<file path="config.mk">
export PLATFORM = sky130hd
export DESIGN_NAME = keypad_bcd_entry_module
export DESIGN_NICKNAME = d
export VERILOG_FILES = /design/src/rtl/keypad_bcd_entry_module_pkg.sv /design/src/rtl/keypad_bcd_entry_module_col_scanner.sv /design/src/rtl/keypad_bcd_entry_module.sv
export SDC_FILE = /design/constraint.sdc
export NUM_CORES = 1
export LEC_CHECK = 0
export CAP_MARGIN = 20
export CORE_UTILIZATION = 55
export DETAILED_ROUTE_END_ITERATION = 8
export GPL_TIMING_DRIVEN = 0
export PLACE_DENSITY_LB_ADDON = 0.3
export REMOVE_ABC_BUFFERS = 1
export SLEW_MARGIN = 20
export SYNTH_ARGS = -nofsm -noshare
export SYNTH_HDL_FRONTEND = slang
export SYNTH_SLANG_ARGS = --single-unit
</file>
<file path="constraint.sdc">
create_clock -name CLK -period 5.65 [get_ports CLK]
set_clock_uncertainty 0.15 [all_clocks]
set_input_delay 1.13 -clock CLK [delete_from_list [all_inputs] [get_ports CLK]]
set_output_delay 1.13 -clock CLK [all_outputs]
set_load 0.1 [all_outputs]
</file>
<file path="src/rtl/keypad_bcd_entry_module_pkg.sv">
// rtl/keypad_bcd_entry_module_pkg.sv - shared types and constants for the keypad BCD entry block
// Purpose: debounce state encoding, frame-result encoding, keypad map and key codes.
// Ports: none (package).
package keypad_bcd_entry_module_pkg;

  localparam int DEF_SCAN_DIV        = 200;
  localparam int DEF_DEBOUNCE_FRAMES = 3;

  typedef enum logic [1:0] {
    ST_IDLE     = 2'd0,
    ST_DEBOUNCE = 2'd1,
    ST_HELD     = 2'd2,
    ST_RELEASE  = 2'd3
  } kp_state_t;

  typedef enum logic [1:0] {
    FR_NONE  = 2'd0,
    FR_KEY   = 2'd1,
    FR_MULTI = 2'd2
  } frame_res_t;

  localparam logic [3:0] KEY_CLEAR = 4'hC;
  localparam logic [3:0] KEY_STAR  = 4'hE;
  localparam logic [3:0] KEY_HASH  = 4'hF;

  // Indexed [row][column]; row r is Row_In[r], column c is driven by Col_Out[c].
  localparam logic [3:0] KEY_MAP [4][4] = '{
    '{4'h1,     4'h2, 4'h3,     4'hA},
    '{4'h4,     4'h5, 4'h6,     4'hB},
    '{4'h7,     4'h8, 4'h9,     KEY_CLEAR},
    '{KEY_STAR, 4'h0, KEY_HASH, 4'hD}
  };

endpackage

</file>
<file path="src/rtl/keypad_bcd_entry_module_col_scanner.sv">
// rtl/keypad_bcd_entry_module_col_scanner.sv - column scan, row sampling and per-frame key classification
// Purpose: drives one column low per slot, samples rows at the end of each slot and
//   classifies each 4-column frame as NONE, KEY(code) or MULTI.
// Ports:
//   CLK, RSTn          clock, asynchronous active-low reset
//   Row_In[3:0]        keypad rows, active-low
//   Col_Out[3:0]       column drive, one-hot-low
//   frame_done         high in the cycle whose row sample closes a frame
//   frame_res          frame classification, valid with frame_done
//   frame_code         key code for FR_KEY, valid with frame_done
module keypad_col_scanner
  import keypad_bcd_entry_module_pkg::*;
#(
  parameter int SCAN_DIV = DEF_SCAN_DIV
) (
  input  logic       CLK,
  input  logic       RSTn,
  input  logic [3:0] Row_In,
  output logic [3:0] Col_Out,
  output logic       frame_done,
  output frame_res_t frame_res,
  output logic [3:0] frame_code
);

  localparam int SLOT_W = (SCAN_DIV > 1) ? $clog2(SCAN_DIV) : 1;
  localparam logic [SLOT_W-1:0] SLOT_LAST = SLOT_W'(SCAN_DIV - 1);

  logic [SLOT_W-1:0] slot_q;
  logic [1:0]        col_q;
  logic [1:0]        acc_cnt_q;   // low rows seen so far this frame, saturating at 2
  logic [3:0]        acc_code_q;
  logic              sample_now;
  logic [2:0]        low_cnt;
  logic [3:0]        sample_code;
  logic [2:0]        total;
  logic [1:0]        merged_cnt;
  logic [3:0]        merged_code;

  assign sample_now = (slot_q == SLOT_LAST);
  assign frame_done = sample_now && (col_q == 2'd3);
  assign Col_Out    = ~(4'b0001 << col_q);

  // Classification is combinational on the closing sample so the top level can
  // register its decision on the same edge that takes the last sample.
  always_comb begin
    low_cnt     = '0;
    sample_code = '0;
    for (int r = 0; r < 4; r++) begin
      if (!Row_In[r]) begin
        low_cnt     = low_cnt + 3'd1;
        sample_code = KEY_MAP[r][col_q];
      end
    end
    total       = {1'b0, acc_cnt_q} + low_cnt;
    merged_cnt  = (total >= 3'd2) ? 2'd2 : total[1:0];
    // With exactly one low row in total, it came either from earlier columns or from this one.
    merged_code = (acc_cnt_q == 2'd1) ? acc_code_q : sample_code;
    frame_code  = merged_code;
    case (merged_cnt)
      2'd0:    frame_res = FR_NONE;
      2'd1:    frame_res = FR_KEY;
      default: frame_res = FR_MULTI;
    endcase
  end

  always_ff @(posedge CLK or negedge RSTn) begin
    if (!RSTn) begin
      slot_q     <= '0;
      col_q      <= 2'd0;
      acc_cnt_q  <= 2'd0;
      acc_code_q <= 4'h0;
    end else if (sample_now) begin
      slot_q     <= '0;
      col_q      <= col_q + 2'd1;
      acc_cnt_q  <= frame_done ? 2'd0 : merged_cnt;
      acc_code_q <= frame_done ? 4'h0 : merged_code;
    end else begin
      slot_q <= slot_q + SLOT_W'(1);
    end
  end

endmodule

</file>
<file path="src/rtl/keypad_bcd_entry_module.sv">
// rtl/keypad_bcd_entry_module.sv - debounced 4x4 keypad to two-digit packed BCD entry
// Purpose: debounces per-frame key results and shifts accepted digits into a BCD register.
// Ports:
//   CLK, RSTn       clock, asynchronous active-low reset
//   Row_In[3:0]     keypad rows, active-low
//   Col_Out[3:0]    column drive, one-hot-low
//   Result[7:0]     {tens, units} packed BCD
//   Key_Code[3:0]   last accepted key
//   Key_Valid       one-cycle accept pulse
//   Key_Held        accepted key still pressed
module keypad_bcd_entry_module
  import keypad_bcd_entry_module_pkg::*;
#(
  parameter int SCAN_DIV        = DEF_SCAN_DIV,
  parameter int DEBOUNCE_FRAMES = DEF_DEBOUNCE_FRAMES
) (
  input  logic       CLK,
  input  logic       RSTn,
  input  logic [3:0] Row_In,
  output logic [3:0] Col_Out,
  output logic [7:0] Result,
  output logic [3:0] Key_Code,
  output logic       Key_Valid,
  output logic       Key_Held
);

  localparam int STB_W = $clog2(DEBOUNCE_FRAMES + 1);
  localparam logic [STB_W-1:0] STB_TARGET = STB_W'(DEBOUNCE_FRAMES);
  localparam logic [STB_W-1:0] STB_ONE    = STB_W'(1);

  logic       frame_done;
  frame_res_t frame_res;
  logic [3:0] frame_code;

  kp_state_t         state_q, state_d;
  logic [3:0]        cand_q, cand_d;
  logic [STB_W-1:0]  stable_q, stable_d, stable_inc;
  logic [7:0]        result_q, result_d;
  logic [3:0]        key_code_q, key_code_d;
  logic              key_valid_q, key_valid_d;
  logic              accept;

  keypad_col_scanner #(.SCAN_DIV(SCAN_DIV)) u_scan (
    .CLK        (CLK),
    .RSTn       (RSTn),
    .Row_In     (Row_In),
    .Col_Out    (Col_Out),
    .frame_done (frame_done),
    .frame_res  (frame_res),
    .frame_code (frame_code)
  );

  assign stable_inc = (stable_q == STB_TARGET) ? stable_q : stable_q + STB_ONE;

  always_comb begin
    state_d     = state_q;
    cand_d      = cand_q;
    stable_d    = stable_q;
    result_d    = result_q;
    key_code_d  = key_code_q;
    key_valid_d = 1'b0;
    accept      = 1'b0;

    if (frame_done) begin
      case (state_q)
        ST_IDLE: begin
          if (frame_res == FR_KEY) begin
            if (DEBOUNCE_FRAMES == 1) begin
              accept  = 1'b1;
              state_d = ST_HELD;
            end else begin
              cand_d   = frame_code;
              stable_d = STB_ONE;
              state_d  = ST_DEBOUNCE;
            end
          end
        end
        ST_DEBOUNCE: begin
          if (frame_res == FR_KEY && frame_code == cand_q) begin
            stable_d = stable_inc;
            if (stable_inc == STB_TARGET) begin
              accept  = 1'b1;
              state_d = ST_HELD;
            end
          end else if (frame_res == FR_KEY) begin
            cand_d   = frame_code;
            stable_d = STB_ONE;
          end else begin
            state_d = ST_IDLE;
          end
        end
        ST_HELD: begin
          if (frame_res == FR_NONE) begin
            stable_d = STB_ONE;
            state_d  = (DEBOUNCE_FRAMES == 1) ? ST_IDLE : ST_RELEASE;
          end
        end
        ST_RELEASE: begin
          if (frame_res == FR_NONE) begin
            stable_d = stable_inc;
            if (stable_inc == STB_TARGET) state_d = ST_IDLE;
          end else begin
            state_d = ST_HELD;
          end
        end
        default: state_d = ST_IDLE;
      endcase
    end

    if (accept) begin
      key_valid_d = 1'b1;
      key_code_d  = frame_code;
      if (frame_code <= 4'd9) result_d = {result_q[3:0], frame_code};
      else if (frame_code == KEY_CLEAR) result_d = 8'h00;
    end
  end

  always_ff @(posedge CLK or negedge RSTn) begin
    if (!RSTn) begin
      state_q     <= ST_IDLE;
      cand_q      <= 4'h0;
      stable_q    <= '0;
      result_q    <= 8'h00;
      key_code_q  <= 4'h0;
      key_valid_q <= 1'b0;
    end else begin
      state_q     <= state_d;
      cand_q      <= cand_d;
      stable_q    <= stable_d;
      result_q    <= result_d;
      key_code_q  <= key_code_d;
      key_valid_q <= key_valid_d;
    end
  end

  assign Result    = result_q;
  assign Key_Code  = key_code_q;
  assign Key_Valid = key_valid_q;
  assign Key_Held  = (state_q == ST_HELD) || (state_q == ST_RELEASE);

endmodule

</file>
# Word-level counts from Yosys, hierarchy flattened
# Cells that the tools add are included.
op_classes:
  n_bitwise: 2
  eq_ne: 19
  n_addsub: 7
  n_reduce_logical: 12
  muxes: 50
  magnitude_cmp: 3
  shifts: 1
op_table:
  columns: ["op", "count"]
  rows:
  - ["4-bit two-way mux", 16]
  - ["4-bit binary-select mux with 2-bit select", 4]
  - ["2-bit two-way mux", 14]
  - ["8-bit two-way mux", 3]
  - ["2-bit case mux with 4 select lines", 2]
  - ["2-bit == test (second input constant)", 5]
  - ["3-bit two-way mux", 3]
  - ["3-bit != test (second input constant)", 3]
  - ["8-bit by 1-bit adder with 8-bit output (second input constant)", 1]
  - ["2-bit by 1-bit == test with 1-bit output (second input constant)", 4]
  - ["8-bit == test (second input constant)", 1]
  - ["2-bit != test (second input constant)", 4]
  - ["4-bit case mux with 2 select lines", 1]
  - ["3-bit by 1-bit adder with 3-bit output (second input constant)", 2]
  - ["2-bit zero test", 3]
  - ["1-bit two-way mux", 6]
  - ["3-bit AND reduction", 2]
  - ["6-bit AND reduction", 1]
  - ["2-bit by 1-bit adder with 2-bit output (second input constant)", 2]
  - ["4-bit == test", 1]
  - ["4-bit == test (second input constant)", 1]
  - ["4-bit less-or-equal comparator (second input constant)", 1]
  - ["4-bit inverter", 1]
  - ["2-bit case mux with 2 select lines", 1]
  - ["10 further kinds", 12]
totals:
  input_bits: 6
  regBits: 37

# Depth between registers and ports, before layout
depth:
  depth_word: 18
  mapped_depth: 14
  mapped_depth_nobuf: 13

# Hierarchy
# Synthesis repeated with hierarchy kept, for this count alone.
hier_totals:
  hier_cells: 193
  area_unflattened_um2: 2084.5
modules_own_cells:
  columns: ["mod", "area_per_inst_um2", "seq_area_each_um2", "n_inst", "cells_per_inst"]
  rows:
  - ["keypad_col_scanner", 1104.8, 400.4, 1, 118]
  - ["keypad_bcd_entry_module", 979.7, 525.5, 1, 75]

# Worst setup path after synthesis
# OpenSTA, ideal clock, no wires.
synth_timing:
  path_type: "in2reg"
  start: "input port Row_In[0]"
  end: "register result_q[4] (netlist: Result[4])"
  t_arrival_ns: 4.554
  path_slack_ns: 0.826
  setup_time_ns: 0.120
  stages: 13
  required_time_ns: 5.380
  path_cell_list: "inv_1 ha_1 xnor2_1 ha_1 mux2_2 fa_1 xnor3_1 or3b_4 or4_4 nor4_4 buf_6 nand2_4 a21bo_1"
synth_between:
  elab_chain_cells: 18
  elab_cells_between_ends: 29
  cone_classes: "add/sub: 4; order compare: 2; eq/ne: 4; mux: 15; reduce/logical: 4"
synth_lines:
  columns: ["element", "line_no", "source"]
  rows:
  - ["start: declaration", "keypad_bcd_entry_module.sv:19", "input logic [3:0] Row_In,"]
  - ["1-bit two-way mux", "keypad_bcd_entry_module_col_scanner.sv:49", "if (!Row_In[r]) begin"]
  - ["1-bit by 1-bit adder with 2-bit output", "keypad_bcd_entry_module_col_scanner.sv:50", "low_cnt = low_cnt + 3'd1;"]
  - ["3-bit two-way mux", "keypad_bcd_entry_module_col_scanner.sv:49", null]
  - ["3-bit by 1-bit adder with 3-bit output", "keypad_bcd_entry_module_col_scanner.sv:50", null]
  - ["3-bit two-way mux", "keypad_bcd_entry_module_col_scanner.sv:49", null]
  - ["3-bit by 1-bit adder with 3-bit output", "keypad_bcd_entry_module_col_scanner.sv:50", null]
  - ["3-bit two-way mux", "keypad_bcd_entry_module_col_scanner.sv:49", null]
  - ["2-bit by 3-bit adder with 3-bit output", "keypad_bcd_entry_module_col_scanner.sv:54", "total = {1'b0, acc_cnt_q} + low_cnt;"]
  - ["[2 not listed]", null, null]
  - ["2-bit by 1-bit == test with 1-bit output or 2-bit zero test (tied branches)", "keypad_bcd_entry_module_col_scanner.sv:59", "case (merged_cnt)"]
  - ["2-bit case mux with 2 select lines", "keypad_bcd_entry_module_col_scanner.sv:59", null]
  - ["2-bit by 1-bit == test with 1-bit output", "keypad_bcd_entry_module.sv:79", "if (frame_res == FR_KEY && frame_code == cand_q) begin"]
  - ["1-bit logical AND", "keypad_bcd_entry_module.sv:79", null]
  - ["1-bit two-way mux", "keypad_bcd_entry_module.sv:79", null]
  - ["1-bit two-way mux", "keypad_bcd_entry_module.sv:65", "case (state_q)"]
  - ["1-bit two-way mux", "keypad_bcd_entry_module.sv:64", "if (frame_done) begin"]
  - ["2-bit AND reduction (no source line)", null, null]
  - ["end signal: assignment", "keypad_bcd_entry_module.sv:130", "result_q <= result_d;"]
  - ["end: declaration", "keypad_bcd_entry_module.sv:38", "logic [7:0] result_q, result_d;"]
# Several ways; a longest one is shown, not always the timed one.
# A chain may end at the register's enable or synchronous reset.

# Worst setup path in the final report
layout_timing:
  start: "input port Row_In[1]"
  end: "register result_q[3] (netlist: Result[3])"
layout_between:
  elab_chain_cells: 16
  elab_cells_between_ends: 26
  cone_classes: "add/sub: 3; order compare: 2; eq/ne: 4; mux: 13; reduce/logical: 4"
layout_lines:
  columns: ["element", "line_no", "source"]
  rows:
  - ["3-bit two-way mux", "keypad_bcd_entry_module_col_scanner.sv:49", null]
  - ["3-bit by 1-bit adder with 3-bit output", "keypad_bcd_entry_module_col_scanner.sv:50", null]
  - ["3-bit two-way mux", "keypad_bcd_entry_module_col_scanner.sv:49", null]
  - ["3-bit by 1-bit adder with 3-bit output", "keypad_bcd_entry_module_col_scanner.sv:50", null]
  - ["3-bit two-way mux", "keypad_bcd_entry_module_col_scanner.sv:49", null]
  - ["2-bit by 3-bit adder with 3-bit output", "keypad_bcd_entry_module_col_scanner.sv:54", null]
  - ["3-bit by 2-bit greater-or-equal comparator with 1-bit output", "keypad_bcd_entry_module_col_scanner.sv:55", "merged_cnt = (total >= 3'd2) ? 2'd2 : total[1:0];"]
  - ["2-bit two-way mux", "keypad_bcd_entry_module_col_scanner.sv:55", null]
  - ["2-bit by 1-bit == test with 1-bit output or 2-bit zero test (tied branches)", "keypad_bcd_entry_module_col_scanner.sv:59", null]
  - ["2-bit case mux with 2 select lines", "keypad_bcd_entry_module_col_scanner.sv:59", null]
  - ["2-bit by 1-bit == test with 1-bit output", "keypad_bcd_entry_module.sv:79", null]
  - ["1-bit logical AND", "keypad_bcd_entry_module.sv:79", null]
  - ["1-bit two-way mux", "keypad_bcd_entry_module.sv:79", null]
  - ["1-bit two-way mux", "keypad_bcd_entry_module.sv:65", null]
  - ["1-bit two-way mux", "keypad_bcd_entry_module.sv:64", null]
  - ["2-bit AND reduction (no source line)", null, null]
# Several ways; a longest one is shown, not always the timed one.

==> impl_summary.txt <==
----------------------------------------------------
[Drt]
  First-pass iteration count of the detailed router ... 4
  Mean routed wirelength per cell ... 15.2 µm
  Antenna-violating nets left ... 0
  Post-Route WL ... 4700 µm
  Number of DRC violations after detailed routing ... 0
  First DRT Iteration DRCs ... 134
  Detail-routed via count per cell ... 5.82
  Via count ... 1,799

[Setup path]
  Setup Crit Path Kind ... in2reg
  Arrival time at the worst endpoint ... 5470 ps
  Family with the most delay on the worst path ... simple AND/OR/NAND/NOR gates
  Origin of the worst setup path ... Row_In[1]
  Slowest cell on the critical path ... sky130_fd_sc_hd__clkdlybuf4s50_1
  Delay of the slowest cell on the worst path ... 590 ps
  Required time of the worst setup path ... 5730 ps
  CP endpoint kind ... flop
  Total buffers and inverters traversed by the critical path ... 3
  Max Fanout on Critical Path ... 11
  Worst R2R Start ... u_scan.acc_cnt_q[0]
  Critical-path cell list ... clkdlybuf4s50_1 > inv_1 > ha_1 > xnor2_1 > ha_1 > mux2_2 > fa_1 > xnor3_1 > or3b_4 > or4_4 > nor4_4 > buf_4 > and2b_1 > a31o_1
  Startpoint types ... primary input
  Cell repeated most along the worst path ... sky130_fd_sc_hd__ha_1

[STA]
  Endpoints failing setup ... 0
  Share of the clock period used by the worst path ... 0.953
  Max-slew headroom at the worst pin ... 0.343
  Setup repair after global routing missed its margin ... false
  Final count of pins violating max slew ... 0
  Final worst setup slack ... 266 ps
  Max Clock Freq ... 186 MHz
  Worst slew pin tran ... 982 ps
  Min Tclk post-route ... 5380 ps
  Sum of negative setup slack ... 0 ps
  Final hold viol count ... 0

[Logic synthesis]
  Number of unique standard cell types used by synthesis ... 57
  Synth area leader ... sky130_fd_sc_hd__dfrtp_1
  Yosys warnings ... 0
  Leading cell types by total area after synthesis ... sky130_fd_sc_hd__dfrtp_1 (41%), sky130_fd_sc_hd__ha_1 (6.6%), sky130_fd_sc_hd__o21ai_0 (3.3%)
  Sequential area share after synthesis ... 0.407
  Number of flops mapped to enable cells by yosys ... 0
  Primary flip-flop cell chosen by synthesis mapping ... sky130_fd_sc_hd__dfrtp_1
  Mean area per synthesized cell ... 9.80 µm²
  Count of mapped cells out of synthesis ... 232
  Synth Cell Area ... 2270 µm²
  Yosys reg bits ... 37
  Top cell type's share of synthesized area ... 0.407
  Share of synthesized registers carrying an async set or reset ... 1.00

[Placement]
  Port-buffer cells ... 23
  Final weighted congestion of routability-driven global placement ... 0.898
  DPL Wire Length ... 3380 µm
  Setup Slack @ Placement ... -284 ps
  Placement Cell Area ... 2550 µm²

[CTS]
  CTS H-tree lvls ... 2
  CTS tree ... done
  Clock latency at the later pin of the worst-skew pair ... 300 ps
  Root buf cell ... sky130_fd_sc_hd__clkbuf_8
  Largest buffer count on any clock path ... 2
  Worst-path clk slew ... 70 ps
  Clock sink count ... 37
  Number of buffers created by CTS ... 5

[Power and ir drop]
  Sequential share of power ... 0.475
  Worst voltage drop across the vdd grid ... 210 µV
  Leakage power figure ... 1.17 nW
  Gate power share ... 0.150
  Part of the power in the clock network ... 0.375
  Net Sw Power ... 0.154 mW
  Internal Power ... 0.441 mW
  Areal power density over the cells ... 222 nW/µm²
  Net switching fraction of the power ... 0.259

[Global route]
  Global-route total usage across every layer ... 0.245
  Number of antenna violations at the first check in global routing ... 0
  Number of global-route vias before repair ... 1,802
  Largest net degree at the start of global routing ... 24
  Wire length of the first global-routing pass ... 8100 µm
  Gr ovfl total ... 0

[Cells and area]
  Sequential cell area in the final layout ... 926 µm²
  Multi-input logic area ... 1260 µm²
  Share of post-route cells with drive strength above 1 ... 0.104
  Final-stage net count ... 278
  Finished layout cell area ... 2670 µm²
  Antenna Diode Count ... 0
  Area added between synthesis and finish ... 17.6%
  Filler cell count in the final layout ... 322

[Die]
  Die area ... 4390 µm²
  Number of ports placed on the die boundary ... 24
  Vertical die dimension ... 66.3 µm
  Std-Cell Rows ... 23
  Die W ... 66.3 µm
  Effective utilization at floorplan ... 0.572
  Placeable Area ... 3970 µm²

[Hold path]
  Hold Path Origin ... Result[6]
  HP Class ... reg2reg

[Run status]
  Run status ... finished clean

[Job]
  Number of max-cap violations ... 0

----------------------------------------------------
cell usage after synthesis, types with 4 or more instances:
| master | n |
|---|---|
| sky130_fd_sc_hd__nor3_1 | 6 |
| sky130_fd_sc_hd__o211ai_1 | 4 |
| sky130_fd_sc_hd__nand3_1 | 8 |
| sky130_fd_sc_hd__o21ai_0 | 15 |
| sky130_fd_sc_hd__nor2b_1 | 5 |
| sky130_fd_sc_hd__a22o_1 | 6 |
| sky130_fd_sc_hd__o21a_1 | 4 |
| sky130_fd_sc_hd__dfrtp_1 | 37 |
| sky130_fd_sc_hd__a21o_1 | 4 |
| sky130_fd_sc_hd__nor2_1 | 14 |
| sky130_fd_sc_hd__a21oi_1 | 8 |
| sky130_fd_sc_hd__and3_1 | 5 |
| sky130_fd_sc_hd__clkbuf_1 | 4 |
| sky130_fd_sc_hd__ha_1 | 12 |
| sky130_fd_sc_hd__nand2b_1 | 6 |
| sky130_fd_sc_hd__inv_1 | 11 |
| sky130_fd_sc_hd__mux2_2 | 5 |
| sky130_fd_sc_hd__xnor2_1 | 7 |
| sky130_fd_sc_hd__nand2_1 | 15 |
kinds of logic (layout without fill, tap and decap cells):
logic type | Yosys count | count (layout) | synth area share
flip-flops | 37 | 37 | 0.407
adder cells (fa/ha/maj) | 13 | 13 | 0.0748
AO/OA/AOI/OAI | 62 | 62 | 0.185
multiplexers | 5 | 5 | 0.0248
AND/OR/NAND/NOR | 86 | 86 | 0.223
XOR/XNOR | 11 | 11 | 0.0484
buffers and inverters | 18 | 45 | 0.0363
path summary, 6_finish.rpt:
path	end	slack [ps]	cells after the start
hold reg to reg	Result[6]	340	1
max in group asynchronous	cand_q[3]	4300	2
setup reg to reg	Result[3]	2190	9
hold / removal	Result[6]	340	1
min in group asynchronous	u_scan.col_q[1]	600	1
setup / recovery	Result[3]	270	14
repair_timing:
item	4_1_cts	5_1_grt
setup buffers	3	0
hold buffers	0	0
endpoints found under the setup margin	1	0
resized for setup	0	0
power groups by stage:
stage	clock [mW]	sequential [mW]	combinational [mW]
CTS	0.226	0.282	0.0891
floorplan	0	0.285	0.0615
global route	0.236	0.284	0.0982
detailed placement	0	0.287	0.0883
global placement	0	0.286	0.0830
finish	0.223	0.282	0.0891
area by class of cell:
type,count,share of cell area
repair buffers,27,0.103
clock inverters,2,0.0131
well taps,50,0.0234
inverters,11,0.0154
multi-input cells,177,0.473
flip-flops and latches,37,0.346
clock buffers,5,0.0257
registers in the layout (all words and copies together) (netlist names):
signal	count
Key_Code	4
Key_Valid	1
Result	8
cand_q	4
stable_q	2
state_q	2
u_scan.acc_cnt_q	2
u_scan.acc_code_q	4
u_scan.col_q	2
u_scan.slot_q	8
cell usage in the layout (no fill, tap or decap), types with 3 or more instances in the layout:
master,count
sky130_fd_sc_hd__o31ai_1,3
sky130_fd_sc_hd__dfrtp_1,37
sky130_fd_sc_hd__nor2b_1,5
sky130_fd_sc_hd__or3_1,3
sky130_fd_sc_hd__nor3_1,6
sky130_fd_sc_hd__a22o_1,6
sky130_fd_sc_hd__nand2_1,15
sky130_fd_sc_hd__xor2_1,3
sky130_fd_sc_hd__nor2_1,14
sky130_fd_sc_hd__inv_1,11
sky130_fd_sc_hd__buf_4,3
sky130_fd_sc_hd__o211ai_1,4
sky130_fd_sc_hd__clkbuf_8,5
sky130_fd_sc_hd__a21o_1,4
sky130_fd_sc_hd__mux2_2,5
sky130_fd_sc_hd__o21a_1,4
sky130_fd_sc_hd__and3_1,5
sky130_fd_sc_hd__or2_2,3
sky130_fd_sc_hd__or4_1,3
sky130_fd_sc_hd__nand2b_1,6
sky130_fd_sc_hd__xnor2_1,7
sky130_fd_sc_hd__ha_1,12
sky130_fd_sc_hd__o21ai_0,15
sky130_fd_sc_hd__clkdlybuf4s50_1,22
sky130_fd_sc_hd__a21oi_1,8
sky130_fd_sc_hd__nand3_1,8
metrics by stage:
step	std cells	total power, mW	utilization	hold WS (ps)
2_1_floorplan	225	0.346	-	299
3_3_place_gp	298	0.369	0.636	312
3_5_place_dp	299	0.375	0.641	322
4_1_cts	309	0.597	0.673	339
5_1_grt	309	0.618	0.673	353
6_report	309	0.595	0.673	336
per-layer routing:
metal / global-route usage / wire length [µm] / part of all wire
met2: 0.411 / 2290 / 0.49
met4: 0.0665 / 59 / 0.013
met5: 0 / 0 / 0
met3: 0.0569 / 137 / 0.029
met1: 0.316 / 2220 / 0.47
Note: power is estimated with default switching activity, not from simulation.
